File: config.mk
export PLATFORM = sky130hd
export DESIGN_NAME = pipeline_stall_controller
export DESIGN_NICKNAME = d
export VERILOG_FILES = /design/src/rtl/pipeline_stall_controller_pkg.sv /design/src/rtl/pipeline_stall_controller_stall_sat_counter.sv /design/src/rtl/pipeline_stall_controller.sv
export SDC_FILE = /design/constraint.sdc
export NUM_CORES = 1
export LEC_CHECK = 0
export CAP_MARGIN = 20
export CORE_UTILIZATION = 60
export CTS_BUF_LIST = sky130_fd_sc_hd__clkbuf_16
export DETAILED_ROUTE_END_ITERATION = 10
export DONT_BUFFER_PORTS = 1
export PLACE_DENSITY = 0.75
export SYNTH_ARGS = -nofsm -noshare
export SYNTH_HDL_FRONTEND = slang
export SYNTH_SLANG_ARGS = --single-unit
File: constraint.sdc
create_clock -name clock -period 2.7 [get_ports clock]
set_input_delay 0.675 -clock clock [delete_from_list [all_inputs] [get_ports clock]]
set_output_delay 0.675 -clock clock [all_outputs]
set_load 0.05 [all_outputs]
File: src/rtl/pipeline_stall_controller_pkg.sv
// Shared constants for the pipeline stall controller: stall vector encodings,
// multi-cycle sequencer states and the request-priority helper.
package pipeline_stall_controller_pkg;

    localparam int SIGNAL_BUS = 6;

    // Bit n set means stage n is held; the buffer after the highest set bit bubbles.
    localparam logic [SIGNAL_BUS-1:0] STALL_NONE = 6'b000000;
    localparam logic [SIGNAL_BUS-1:0] STALL_IF   = 6'b000011;
    localparam logic [SIGNAL_BUS-1:0] STALL_ID   = 6'b000111;
    localparam logic [SIGNAL_BUS-1:0] STALL_EX   = 6'b001111;
    localparam logic [SIGNAL_BUS-1:0] STALL_MEM  = 6'b011111;

    typedef enum logic [1:0] {
        MC_IDLE = 2'd0,
        MC_BUSY = 2'd1,
        MC_DONE = 2'd2
    } mc_state_e;

    function automatic logic [SIGNAL_BUS-1:0] stall_vector(
        input logic flush,
        input logic if_req,
        input logic id_req,
        input logic ex_req,
        input logic mem_req
    );
        logic [SIGNAL_BUS-1:0] vec;
        vec = STALL_NONE;
        if (flush) begin
            vec = STALL_NONE;
        end else if (mem_req) begin
            vec = STALL_MEM;
        end else if (ex_req) begin
            vec = STALL_EX;
        end else if (id_req) begin
            vec = STALL_ID;
        end else if (if_req) begin
            vec = STALL_IF;
        end
        return vec;
    endfunction

endpackage

File: src/rtl/pipeline_stall_controller_stall_sat_counter.sv
// Saturating up-counter with synchronous clear; clear wins over enable.
module stall_sat_counter #(
    parameter int               WIDTH = 8,
    parameter logic [WIDTH-1:0] LIMIT = '1
) (
    input  logic             clock,
    input  logic             reset,
    input  logic             clear,
    input  logic             enable,
    output logic [WIDTH-1:0] count
);

    logic [WIDTH-1:0] count_q;
    logic [WIDTH-1:0] count_d;

    always_comb begin
        count_d = count_q;
        if (clear) begin
            count_d = '0;
        end else if (enable && (count_q != LIMIT)) begin
            count_d = count_q + WIDTH'(1);
        end
    end

    always_ff @(posedge clock) begin
        if (reset) begin
            count_q <= '0;
        end else begin
            count_q <= count_d;
        end
    end

    assign count = count_q;

endmodule

File: src/rtl/pipeline_stall_controller.sv
// Pipeline stall vector arbiter with EX multi-cycle sequencer, stall-cycle
// performance counter and stuck-pipeline watchdog.
module pipeline_stall_controller
    import pipeline_stall_controller_pkg::*;
#(
    parameter int CYCLE_WIDTH    = 6,
    parameter int WATCHDOG_LIMIT = 1024,
    parameter int PERF_WIDTH     = 32
) (
    input  logic                   clock,
    input  logic                   reset,
    input  logic                   flush,
    input  logic                   if_stall_request,
    input  logic                   id_stall_request,
    input  logic                   ex_stall_request,
    input  logic                   mem_stall_request,
    input  logic                   ex_multicycle_start,
    input  logic [CYCLE_WIDTH-1:0] ex_multicycle_cycles,
    output logic                   ex_multicycle_done,
    output logic                   ex_busy,
    output logic [SIGNAL_BUS-1:0]  stall,
    input  logic                   perf_clear,
    output logic [PERF_WIDTH-1:0]  stall_cycles,
    output logic                   stall_timeout
);

    mc_state_e              state_q, state_d;
    logic [CYCLE_WIDTH-1:0] cnt_q, cnt_d;
    logic                   ex_multicycle_done_q, ex_multicycle_done_d;
    logic                   ex_busy_q, ex_busy_d;
    logic                   stall_timeout_q, stall_timeout_d;

    logic [CYCLE_WIDTH-1:0] cycles_eff;
    logic                   start_accept;
    logic                   ex_req_eff;
    logic                   stall_any;
    logic                   timeout_set;

    // A zero-length op still occupies EX for one cycle.
    assign cycles_eff = (ex_multicycle_cycles == '0) ? CYCLE_WIDTH'(1) : ex_multicycle_cycles;

    always_comb begin
        state_d      = state_q;
        cnt_d        = cnt_q;
        start_accept = 1'b0;
        if (flush) begin
            state_d = MC_IDLE;
            cnt_d   = '0;
        end else begin
            case (state_q)
                MC_IDLE: begin
                    if (ex_multicycle_start) begin
                        start_accept = 1'b1;
                        cnt_d        = cycles_eff - CYCLE_WIDTH'(1);
                        state_d      = (cycles_eff > CYCLE_WIDTH'(1)) ? MC_BUSY : MC_DONE;
                    end
                end
                MC_BUSY: begin
                    cnt_d = cnt_q - CYCLE_WIDTH'(1);
                    if (cnt_q == CYCLE_WIDTH'(1)) begin
                        state_d = MC_DONE;
                    end
                end
                MC_DONE: begin
                    state_d = MC_IDLE;
                end
                default: begin
                    state_d = MC_IDLE;
                    cnt_d   = '0;
                end
            endcase
        end
        ex_multicycle_done_d = (state_d == MC_DONE);
        ex_busy_d            = (state_d != MC_IDLE);
    end

    always_ff @(posedge clock) begin
        if (reset) begin
            state_q              <= MC_IDLE;
            cnt_q                <= '0;
            ex_multicycle_done_q <= 1'b0;
            ex_busy_q            <= 1'b0;
        end else begin
            state_q              <= state_d;
            cnt_q                <= cnt_d;
            ex_multicycle_done_q <= ex_multicycle_done_d;
            ex_busy_q            <= ex_busy_d;
        end
    end

    assign ex_multicycle_done = ex_multicycle_done_q;
    assign ex_busy            = ex_busy_q;

    // The accepting cycle itself is the first stalled cycle of the op.
    assign ex_req_eff = ex_stall_request | start_accept | (state_q == MC_BUSY);

    always_comb begin
        stall = STALL_NONE;
        if (!reset) begin
            stall = stall_vector(flush, if_stall_request, id_stall_request,
                                 ex_req_eff, mem_stall_request);
        end
    end

    assign stall_any = |stall;

    stall_sat_counter #(
        .WIDTH (PERF_WIDTH),
        .LIMIT ({PERF_WIDTH{1'b1}})
    ) u_perf (
        .clock  (clock),
        .reset  (reset),
        .clear  (perf_clear),
        .enable (stall_any),
        .count  (stall_cycles)
    );

    localparam int RUN_W = (WATCHDOG_LIMIT < 2) ? 1 : $clog2(WATCHDOG_LIMIT + 1);

    generate
        if (WATCHDOG_LIMIT > 0) begin : g_watchdog
            localparam logic [RUN_W-1:0] RUN_LIMIT = RUN_W'(WATCHDOG_LIMIT);
            logic [RUN_W-1:0] run_count;

            stall_sat_counter #(
                .WIDTH (RUN_W),
                .LIMIT (RUN_LIMIT)
            ) u_run (
                .clock  (clock),
                .reset  (reset),
                .clear  (~stall_any),
                .enable (stall_any),
                .count  (run_count)
            );

            // Flag in the same edge that takes the run counter to its limit.
            assign timeout_set = stall_any && (run_count >= (RUN_LIMIT - RUN_W'(1)));
        end else begin : g_no_watchdog
            assign timeout_set = 1'b0;
        end
    endgenerate

    assign stall_timeout_d = stall_timeout_q | timeout_set;

    always_ff @(posedge clock) begin
        if (reset) begin
            stall_timeout_q <= 1'b0;
        end else begin
            stall_timeout_q <= stall_timeout_d;
        end
    end

    assign stall_timeout = stall_timeout_q;

endmodule

==> impl_metrics.sql <==
INSERT INTO impl_metrics (metric_group, metric, value, unit) VALUES
('sta', 'final_period_minus_worst_setup_slack', '2.55', 'ns'),
('outcome', 'run_status', 'finished with violations', ''),
('pwr', 'swShare', '23.1', '%'),
('synth', 'post-synth-top-count-cell', 'sky130_fd_sc_hd__dfxtp_1', ''),
('pwr', 'largest_voltage_drop_on_the_vdd_net', '0.358', 'mV'),
('synth', 'yosys-top-cells-area', 'sky130_fd_sc_hd__dfxtp_1 (38%), sky130_fd_sc_hd__a21oi_1 (5.1%), sky130_fd_sc_hd__nor2_1 (4.9%), sky130_fd_sc_hd__or3_1 (4.0%), sky130_fd_sc_hd__xor2_1 (3.7%)', ''),
('floorplanning', 'boundaryPins', '56', ''),
('drt', 'route.detailed.drc', '13', ''),
('cts', 'clock-root-buffer', 'sky130_fd_sc_hd__clkbuf_16', ''),
('drt', 'drt-wirelength-per-cell', '15.1', 'um'),
('place', 'gp_congestion', '0.842', ''),
('pwr', 'internal_power', '0.00118', 'W'),
('synth', 'synth.mux.area_fraction', '0.754', '%'),
('floorplanning', 'core_area', '4440', 'um^2'),
('sta', 'setup_viol_count_final', '0', ''),
('sta', 'tightestPinTransition', '0.738', 'ns'),
('synth', 'synth_top_cell_by_area', 'sky130_fd_sc_hd__dfxtp_1', ''),
('pwr', 'clock_power_share', '38.6', '%'),
('sta', 'setup_tns', '0', 'ns'),
('sta', 'clock.fmax', '391', 'MHz'),
('cts', 'post-cts-setup-buffer-count', '0', ''),
('synth', 'synth_xor_xnor_area_share', '6.21', '%'),
('critical_path', 'critical_path.max_fanout', '13', ''),
('floorplanning', 'floorplan.initialDensity', '63.5', '%'),
('global_routing', 'grt_pass1_wl', '11000', 'um'),
('critical_path', 'critical_path.reg2reg.startpoint', 'state_q[0]$_SDFF_PP0_', ''),
('synth', 'yosys.area.top_type_share', '38.3', '%'),
('drt', 'postRouteAntennaNets', '0', ''),
('layout', 'finalNetCount', '400', ''),
('synth', 'yosys.area_share.adder', '3.11', '%'),
('synth', 'async_flop_share', '0', '%'),
('job', 'maxCapViolations', '0', ''),
('global_routing', 'antenna_violations_before_repair', '0', ''),
('critical_path', 'crit_start', 'state_q[0]$_SDFF_PP0_', ''),
('critical_path', 'reg2reg_depth', '5', ''),
('drt', 'avg_vias_per_cell', '6.21', ''),
('sta', 'rsz0062_at_grt', 'no', ''),
('floorplanning', 'floorplan.die_area', '4980', 'um^2'),
('critical_path', 'path_class', 'reg -> out', ''),
('synth', 'number_of_synthesized_flops_with_an_enable_pin', '0', ''),
('worst_hold_path', 'min_delay_path_depth', '1', ''),
('pwr', 'cellPowerDensity', '470', 'nW/um^2'),
('drt', 'vias', '2666', ''),
('worst_hold_path', 'hold_class', 'in -> reg', ''),
('sta', 'final.period_utilization', '94.6', '%'),
('synth', 'synth.cells.most_frequent', 'sky130_fd_sc_hd__dfxtp_1 (54), sky130_fd_sc_hd__nor2_1 (37), sky130_fd_sc_hd__a21oi_1 (29)', ''),
('place', 'portBuffers', '0', ''),
('synth', 'synth-simple-area-share', '28.0', '%'),
('critical_path', 'endpoint_kind_of_the_worst_setup_timing_path', 'output pin', ''),
('synth', 'synthesized_area_per_cell', '8.20', 'um^2'),
('synth', 'synthCells', '344', ''),
('floorplanning', 'die_height', '70.6', 'um'),
('cts', 'clk-insertion-delay-late', '0.28', 'ns'),
('cts', 'numCtsBuffers', '5', ''),
('worst_hold_path', 'holdCritStartpoint', 'reset', ''),
('synth', 'yosysSeqAreaShare', '38.3', '%'),
('floorplanning', 'row_count', '24', ''),
('synth', 'synth-seq-cells', '54', ''),
('cts', 'maximum_number_of_buffers_from_clock_root_to_sink', '2', ''),
('cts', 'cts_htree_levels', '2', ''),
('cts', 'hold_buffers', '0', ''),
('synth', 'synth-main-ff-cell', 'sky130_fd_sc_hd__dfxtp_1', ''),
('sta', 'slew_margin_rel', '50.6', '%'),
('cts', 'clock_tree_from_tritoncts', 'done', ''),
('outcome', 'failed_checks', 'DRC', ''),
('pwr', 'power_leakage', '1.15', 'nW'),
('synth', 'synth-compound-area-share', '19.4', '%'),
('pwr', 'power.net_switching', '0.000354', 'W'),
('global_routing', 'grt_max_degree', '28', ''),
('sta', 'number_of_max_slew_violations_in_the_final_report', '0', ''),
('pwr', 'power.share.combinational', '8.1', '%');
## worst max-delay path: stages (launching register included)
cell	delay [ns]
sky130_fd_sc_hd__dfxtp_1	0.61
sky130_fd_sc_hd__o21bai_1	0.26
sky130_fd_sc_hd__a21o_1	0.30
sky130_fd_sc_hd__inv_1	0.13
sky130_fd_sc_hd__buf_4	0.30
## state kept, by name, summed over array words and instances (netlist names)
register and count:
u_perf.count 32, g_watchdog.u_run.count 11, cnt_q 6, state_q 2, ex_busy 1, ex_multicycle_done 1, stall_timeout 1
## cell families after synthesis
| family | after synthesis |
|---|---|
| and+or+nand+nor | 146 |
| AOI/OAI and AO/OA | 86 |
| DFF | 54 |
| buffers and inverters | 28 |
| xor gates and xnor gates | 20 |
| adders and majority gates | 7 |
| muxes | 2 |
| other | 1 |
## stage by stage
step           total power [W]  utilization (%)  hold slack, ns  area (um^2)  setup WS (ns)
6_report               0.00153             73.4           0.452         3260          0.145
5_1_grt                0.00160             73.4           0.442         3260        0.00325
4_1_cts                0.00155             73.4           0.445         3260          0.155
3_5_place_dp          0.000957             70.5           0.497         3130          0.212
3_3_place_gp          0.000953             70.5           0.476         3130          0.293
2_1_floorplan         0.000933                -           0.463         2830        0.00216
## area by class of cell
cell class | instances | area, um^2
flip-flops and latches | 54 | 1080
clock buffers | 5 | 125
clock inverters | 1 | 3.75
fillers | 334 | 1180
inverters | 15 | 56.3
multi-input cells | 262 | 1630
repair buffers | 40 | 300
well taps | 52 | 65.1
## power groups by stage
stage / Sequential (W) / Clock, W / Combinational [W]
after global placement: 0.000835 / 0 / 0.000118
after CTS: 0.000817 / 0.000605 / 0.000123
after global routing: 0.000819 / 0.000645 / 0.000134
after floorplan: 0.000834 / 0 / 0.0000992
final: 0.000818 / 0.000591 / 0.000124
after detailed placement: 0.000836 / 0 / 0.000122
## cells in the final DEF (no fill, tap or decap), types with 2 or more instances in the layout
cell type / n
sky130_fd_sc_hd__o21ai_0: 20
sky130_fd_sc_hd__nor2b_1: 3
sky130_fd_sc_hd__clkbuf_16: 5
sky130_fd_sc_hd__inv_1: 15
sky130_fd_sc_hd__nand2b_1: 2
sky130_fd_sc_hd__o22a_1: 2
sky130_fd_sc_hd__a31o_2: 2
sky130_fd_sc_hd__nor2_1: 37
sky130_fd_sc_hd__or2_2: 4
sky130_fd_sc_hd__xnor2_1: 8
sky130_fd_sc_hd__or3_1: 18
sky130_fd_sc_hd__a22oi_1: 3
sky130_fd_sc_hd__nand3_1: 15
sky130_fd_sc_hd__dfxtp_1: 54
sky130_fd_sc_hd__nand2_1: 23
sky130_fd_sc_hd__o31a_1: 3
sky130_fd_sc_hd__nor3_1: 5
sky130_fd_sc_hd__o31ai_1: 3
sky130_fd_sc_hd__a21oi_1: 29
sky130_fd_sc_hd__nand4b_1: 2
sky130_fd_sc_hd__ha_1: 7
sky130_fd_sc_hd__nor4_1: 7
sky130_fd_sc_hd__o21a_1: 3
sky130_fd_sc_hd__nor3b_1: 2
sky130_fd_sc_hd__and4_1: 3
sky130_fd_sc_hd__a21o_1: 2
sky130_fd_sc_hd__xor2_1: 12
sky130_fd_sc_hd__nand4_1: 9
sky130_fd_sc_hd__buf_4: 40
sky130_fd_sc_hd__o211ai_1: 6
sky130_fd_sc_hd__o21bai_1: 2
sky130_fd_sc_hd__or3_2: 2
sky130_fd_sc_hd__a211oi_1: 2
sky130_fd_sc_hd__or4_1: 7
## worst paths after layout
path                            slack (ns)                                       to
worst min register to register        0.52  g_watchdog.u_run.count[10]$_SDFFE_PP0P_
worst max register to register        0.35            u_perf.count[19]$_SDFFE_PP0P_
worst min-delay path                  0.45                 stall_timeout$_SDFF_PP0_
worst max-delay path                  0.15                                 stall[1]
## per-layer routing
layer	share of wire, %	vias to the layer above	routed length, um	GRT usage, %
met3	8.7	9	562	6.84
li1	-	1317	-	-
met5	0	-	0	0
met2	46	122	2960	44.8
met4	1.0	0	66	6.67
met1	45	1218	2900	37.3
Power figures use the tool's default switching activity.
